File: src/rtl/wb_arbiter.sv
// wb_arbiter: merges EX and load-unit results onto the single register-file
// write-back port. Each requester owns a 2-entry FIFO. One head is granted per
// cycle and registered straight into the write-back outputs.
// Define WBARB_RR_EN for round-robin arbitration. Without it, LD has fixed
// priority over EX.
module wb_arbiter #(
  parameter int W_DATA = 32,
  parameter int W_REG  = 4,
  parameter int DEPTH  = 2
) (
  input  logic              clk,
  input  logic              rst,
  input  logic              ex_valid_i,
  input  logic [W_REG-1:0]  ex_r_i,
  input  logic [W_DATA-1:0] ex_data_i,
  output logic              ex_ready_o,
  input  logic              ld_valid_i,
  input  logic [W_REG-1:0]  ld_r_i,
  input  logic [W_DATA-1:0] ld_data_i,
  output logic              ld_ready_o,
  output logic              wb_o,
  output logic [W_REG-1:0]  wb_r_o,
  output logic [W_DATA-1:0] wb_data_o,
  output logic              stall_o
);

  logic [W_REG-1:0]  ex_reg_mem  [DEPTH];
  logic [W_DATA-1:0] ex_data_mem [DEPTH];
  logic [1:0]        ex_count;
  logic              ex_wptr, ex_rptr;

  logic [W_REG-1:0]  ld_reg_mem  [DEPTH];
  logic [W_DATA-1:0] ld_data_mem [DEPTH];
  logic [1:0]        ld_count;
  logic              ld_wptr, ld_rptr;

  logic ex_push, ld_push, ex_grant, ld_grant, ex_nonempty, ld_nonempty;

  // Readiness depends only on the registered occupancy. A full FIFO therefore
  // refuses a push even in a cycle where its head is being popped.
  assign ex_ready_o  = (ex_count != 2'(DEPTH));
  assign ld_ready_o  = (ld_count != 2'(DEPTH));
  assign ex_push     = ex_valid_i & ex_ready_o;
  assign ld_push     = ld_valid_i & ld_ready_o;
  assign ex_nonempty = (ex_count != 2'd0);
  assign ld_nonempty = (ld_count != 2'd0);
  assign stall_o     = ~ex_ready_o | ~ld_ready_o;

`ifdef WBARB_RR_EN
  logic last_ld;

  // When both heads are waiting, grant the requester that was not served last.
  always_comb begin
    ex_grant = 1'b0;
    ld_grant = 1'b0;
    if (ex_nonempty && ld_nonempty) begin
      ex_grant = last_ld;
      ld_grant = ~last_ld;
    end else begin
      ex_grant = ex_nonempty;
      ld_grant = ld_nonempty;
    end
  end

  // Remember who was served; the flag moves only when a grant actually happens.
  always_ff @(posedge clk) begin
    if (rst) begin
      last_ld <= 1'b1;
    end else if (ex_grant || ld_grant) begin
      last_ld <= ld_grant;
    end
  end
`else
  // Fixed priority: a waiting load always wins, so EX can starve under load.
  always_comb begin
    ld_grant = ld_nonempty;
    ex_grant = ex_nonempty & ~ld_nonempty;
  end
`endif

  // FIFO payload storage. It holds no control state, so it needs no reset.
  always_ff @(posedge clk) begin
    if (ex_push) begin
      ex_reg_mem[ex_wptr]  <= ex_r_i;
      ex_data_mem[ex_wptr] <= ex_data_i;
    end
    if (ld_push) begin
      ld_reg_mem[ld_wptr]  <= ld_r_i;
      ld_data_mem[ld_wptr] <= ld_data_i;
    end
  end

  // EX FIFO control: the pointers wrap mod 2. A push and a pop together leave
  // the count unchanged.
  always_ff @(posedge clk) begin
    if (rst) begin
      ex_count <= 2'd0;
      ex_wptr  <= 1'b0;
      ex_rptr  <= 1'b0;
    end else begin
      if (ex_push)  ex_wptr <= ~ex_wptr;
      if (ex_grant) ex_rptr <= ~ex_rptr;
      case ({ex_push, ex_grant})
        2'b10:   ex_count <= ex_count + 2'd1;
        2'b01:   ex_count <= ex_count - 2'd1;
        default: ex_count <= ex_count;
      endcase
    end
  end

  // LD FIFO control. It mirrors the EX FIFO.
  always_ff @(posedge clk) begin
    if (rst) begin
      ld_count <= 2'd0;
      ld_wptr  <= 1'b0;
      ld_rptr  <= 1'b0;
    end else begin
      if (ld_push)  ld_wptr <= ~ld_wptr;
      if (ld_grant) ld_rptr <= ~ld_rptr;
      case ({ld_push, ld_grant})
        2'b10:   ld_count <= ld_count + 2'd1;
        2'b01:   ld_count <= ld_count - 2'd1;
        default: ld_count <= ld_count;
      endcase
    end
  end

  // Register the granted head onto the write-back port. The register and data
  // outputs hold their last values whenever nothing is granted.
  always_ff @(posedge clk) begin
    if (rst) begin
      wb_o      <= 1'b0;
      wb_r_o    <= '0;
      wb_data_o <= '0;
    end else begin
      wb_o <= ex_grant | ld_grant;
      if (ld_grant) begin
        wb_r_o    <= ld_reg_mem[ld_rptr];
        wb_data_o <= ld_data_mem[ld_rptr];
      end else if (ex_grant) begin
        wb_r_o    <= ex_reg_mem[ex_rptr];
        wb_data_o <= ex_data_mem[ex_rptr];
      end
    end
  end

endmodule
File: config.mk
export PLATFORM = sky130hd
export DESIGN_NAME = wb_arbiter
export DESIGN_NICKNAME = d
export VERILOG_FILES = /design/src/rtl/wb_arbiter.sv
export SDC_FILE = /design/constraint.sdc
export NUM_CORES = 1
export LEC_CHECK = 0
export ABC_AREA = 0
export CAP_MARGIN = 20
export CORE_MARGIN = 2
export CORE_UTILIZATION = 48
export CTS_CLUSTER_DIAMETER = 120
export DETAILED_ROUTE_END_ITERATION = 10
export HOLD_SLACK_MARGIN = 0.05
export PLACE_DENSITY = 0.75
export SLEW_MARGIN = 20
export SYNTH_ARGS = -nofsm -noshare
export SYNTH_HDL_FRONTEND = slang
export SYNTH_SLANG_ARGS = --single-unit
File: constraint.sdc
create_clock -name clk -period 1.9 [get_ports clk]
set_clock_uncertainty 0.1 [all_clocks]
set_input_delay 0.57 -clock clk [delete_from_list [all_inputs] [get_ports clk]]
set_output_delay 0.57 -clock clk [all_outputs]
set_load 0.02 [all_outputs]
==> impl_metrics.tcl <==
set metrics [dict create \
    start_kind "flop" \
    drive_above_1_share_pct 24.96 \
    cp_slowest_cell "or3_1" \
    num_vias 3919 \
    syn_inst 399 \
    ios 116 \
    synthTopCellsByCount "144 x edfxtp_1, 47 x dfxtp_1, 41 x nor2_1" \
    p_leak_uw 0.003375 \
    routed_via_density 5.289 \
    cp_top_family "simple AND/OR/NAND/NOR gates" \
    clkTransAtPathRegs_ns 0.07 \
    max_stage_delay_ns 0.38 \
    row_count 44 \
    cts.htree.levels 4 \
    die_w_um 124.8 \
    clkLatencyLatePin_ns 0.42 \
    die_height_um 124.8 \
    yosys.area.top_type "edfxtp_1" \
    gp_congestion 0.7915 \
    postPlaceCellArea_mm2 0.008672 \
    yosysMostFrequentCell "edfxtp_1" \
    synth_area_leaders "edfxtp_1 62%, dfxtp_1 13%, mux2_2 5.6%" \
    synth_edf_count 144 \
    fill_cells 1017 \
    use_met1_pct 21.66 \
    report.final.hold_viol_count 0 \
    use_met3_pct 4.596 \
    crit_type "flop to flop" \
    final_max_slew_viol_count 0 \
    max_freq_mhz 543.4 \
    finalCriticalPeriod_ns 1.840 \
    grtUsageTotal_pct 18.53 \
    final_area_mm2 0.009214 \
    diodes 0 \
    final_antenna_net_count 0 \
    grt_pass1_wl_mm 21.94 \
    maxSlewHeadroom_pct 78.64 \
    rsz0062_at_grt "false" \
    synthFlopType "edfxtp_1" \
    start_util_pct 48.74 \
    critPathBufInv 1 \
    synth_top_cell_area_share_pct 61.75 \
    num-nets-final 622 \
    cts_root_buf "clkbuf_16" \
    synthToLayoutAreaGrowth_pct 31.57 \
    synth_warnings 0 \
    core-area_mm2 0.01437 \
    whs_ns 0.3832 \
    grt_pass1_vias 4205 \
    path_cells "buf_4 > or2_4 > nor2_2 > ha_1 > or3_1 > a21oi_1" \
    hold_path.class "flop to flop" \
    grt_overflow 0 \
    ys_async_sr_fraction_pct 0 \
    powerDensity_mw_per_mm2 1377 \
    cts_buffers 17 \
    setup_viol 0 \
    cp.required_ns 2.15 \
    post_cts_buffers 0 \
    crit_path_end_kind "flop" \
    yosysSeqAreaShare_pct 75.18 \
    port_buffers 115 \
    crit_path_max_fanout 5 \
    routed_wl_mm 14.17 \
    drc 0 \
    grt_max_degree 27 \
    dr.pass1.iters 4 \
    syn_area_per_cell_um2 17.55 \
    syn_nets 477 \
    status "finished clean" \
    antenna_found_initial 0 \
    vdd_drop_max_mv 0.6694 \
    drv_cap 0 \
    clockBufferDepth 2 \
    die_area_mm2 0.01557 \
    cts.sinks 191 \
    cp_data_arrival_time_ns 2.10 \
    gr-max-usage-layer "met2" \
    post_drt_wl_per_cell_um 19.12 \
    dpl.hpwl_mm 9.349 \
    synth_seq_cells 191 \
    synth_area_mm2 0.007003 \
    cts_tree "yes" \
    hold_buffers 0 \
    post-route-period-util_pct 96.85 \
    tightest_slew_ns 0.3204 \
    synth.distinct_cells 31 \
    drt_iter0_drc 233 \
    grtUsageMet2_pct 33.37 \
]
==> report_power, final <==
part,internal (uW),leakage (uW),switching [uW]
Combinational,1760,0.00135,1880
Clock,2020,0.000287,1470
Sequential,5290,0.00174,270
Total,9060,0.00337,3620
==> worst register-to-register path, cell delays in order, from the launching register on <==
cell and delay (ns):
dfxtp_1 0.31, buf_4 0.16, or2_4 0.28, nor2_2 0.15
ha_1 0.26, or3_1 0.38, a21oi_1 0.14
==> final timing paths <==
| kind | startpoint | end | slack, ns | cells after the start |
|---|---|---|---|---|
| max | ld_count[0] | ex_count[1] | 0.06 | 6 |
| min | wb_r_o[2] | wb_r_o[2] | 0.38 | 1 |
| max reg2reg | ld_count[0] | ex_count[1] | 0.06 | 6 |
| min reg2reg | wb_r_o[2] | wb_r_o[2] | 0.38 | 1 |
==> registers in the layout, summed over array words and instances (netlist names), named ones only <==
signal and cells:
wb_r_o 4, ld_reg_mem 8, ex_data_mem 64, ld_count 2, wb_data_o 32, ld_data_mem 64
ld_rptr 1, ex_count 2, ex_rptr 1, ex_reg_mem 8, wb_o 1, ld_wptr 1
ex_wptr 1
==> area by class of cell <==
cell class	count	area (um^2)	share of cell area [%]
timing repair buffer	146	1498	16.25
multi-input combinational	186	1613	17.50
inverter	2	15.01	0.1630
clock buffer	20	456.7	4.957
clock inverter	12	133.9	1.453
tap	184	230.2	2.499
sequential	191	5268	57.17
==> cells by family (layout without fill, tap and decap cells) <==
| group | count (synthesis) | after routing | synth area share [%] |
|---|---|---|---|
| XOR/XNOR | 5 | 5 | 0.6254 |
| AND/OR/NAND/NOR | 58 | 58 | 4.056 |
| multiplexers | 72 | 72 | 10.92 |
| adder cells (fa/ha/maj) | 2 | 2 | 0.3573 |
| flip-flops | 191 | 191 | 75.18 |
| AO/OA/AOI/OAI | 49 | 49 | 6.754 |
| buffers and inverters | 22 | 180 | 2.108 |
==> repair_timing <==
action	in CTS	in global routing
resized for setup	50	3
endpoints found under the setup margin	41	3
gates cloned	0	0
endpoints found under the hold margin	0	0
==> placed cells by master, fill, tap and decap left out, types with 2 or more instances in the layout <==
cell / Yosys / final
xnor2_1: 3 / 3
dfxtp_1: 47 / 45
clkbuf_16: 0 / 17
mux2i_1: 37 / 37
a21oi_1: 6 / 6
nand2_1: 3 / 3
inv_6: 0 / 2
nor2_1: 41 / 40
dlygate4sd2_1: 0 / 37
buf_4: 0 / 17
buf_12: 0 / 14
or3_1: 3 / 3
a21bo_2: 2 / 2
clkinv_4: 0 / 3
and3_2: 0 / 2
clkdlybuf4s50_1: 0 / 75
clkinv_2: 0 / 3
edfxtp_1: 144 / 144
xor2_1: 2 / 2
buf_2: 9 / 3
a221o_2: 24 / 24
mux2_2: 35 / 35
nand3b_1: 2 / 2
ha_1: 2 / 2
clkbuf_8: 0 / 2
dfxtp_2: 0 / 2
a221o_1: 11 / 11
clkinvlp_4: 0 / 4
o21ai_0: 3 / 3
bufinv_16: 0 / 2
==> metrics by stage <==
step / total power, uW / setup slack, ns / utilization, % / std cells / setup TNS, ns
floorplan: 7813 / 0.02579 / - / 399 / 0
global placement: 9343 / -0.2517 / 60.35 / 709 / -23.25
detailed placement: 9470 / -0.2763 / 60.35 / 709 / -24.61
CTS: 12780 / 0.01519 / 64.12 / 741 / 0
global route: 13240 / 0.01484 / 64.12 / 741 / 0
finish: 12680 / 0.05986 / 64.12 / 741 / 0
==> layer usage <==
| metal | share of wire, % | vias to the layer above |
|---|---|---|
| li1 | - | 1841 |
| met1 | 41 | 1965 |
| met2 | 54 | 103 |
| met3 | 4.3 | 10 |
| met4 | 0.88 | 0 |
| met5 | 0 | - |
Note: power is estimated with default switching activity, not from simulation.
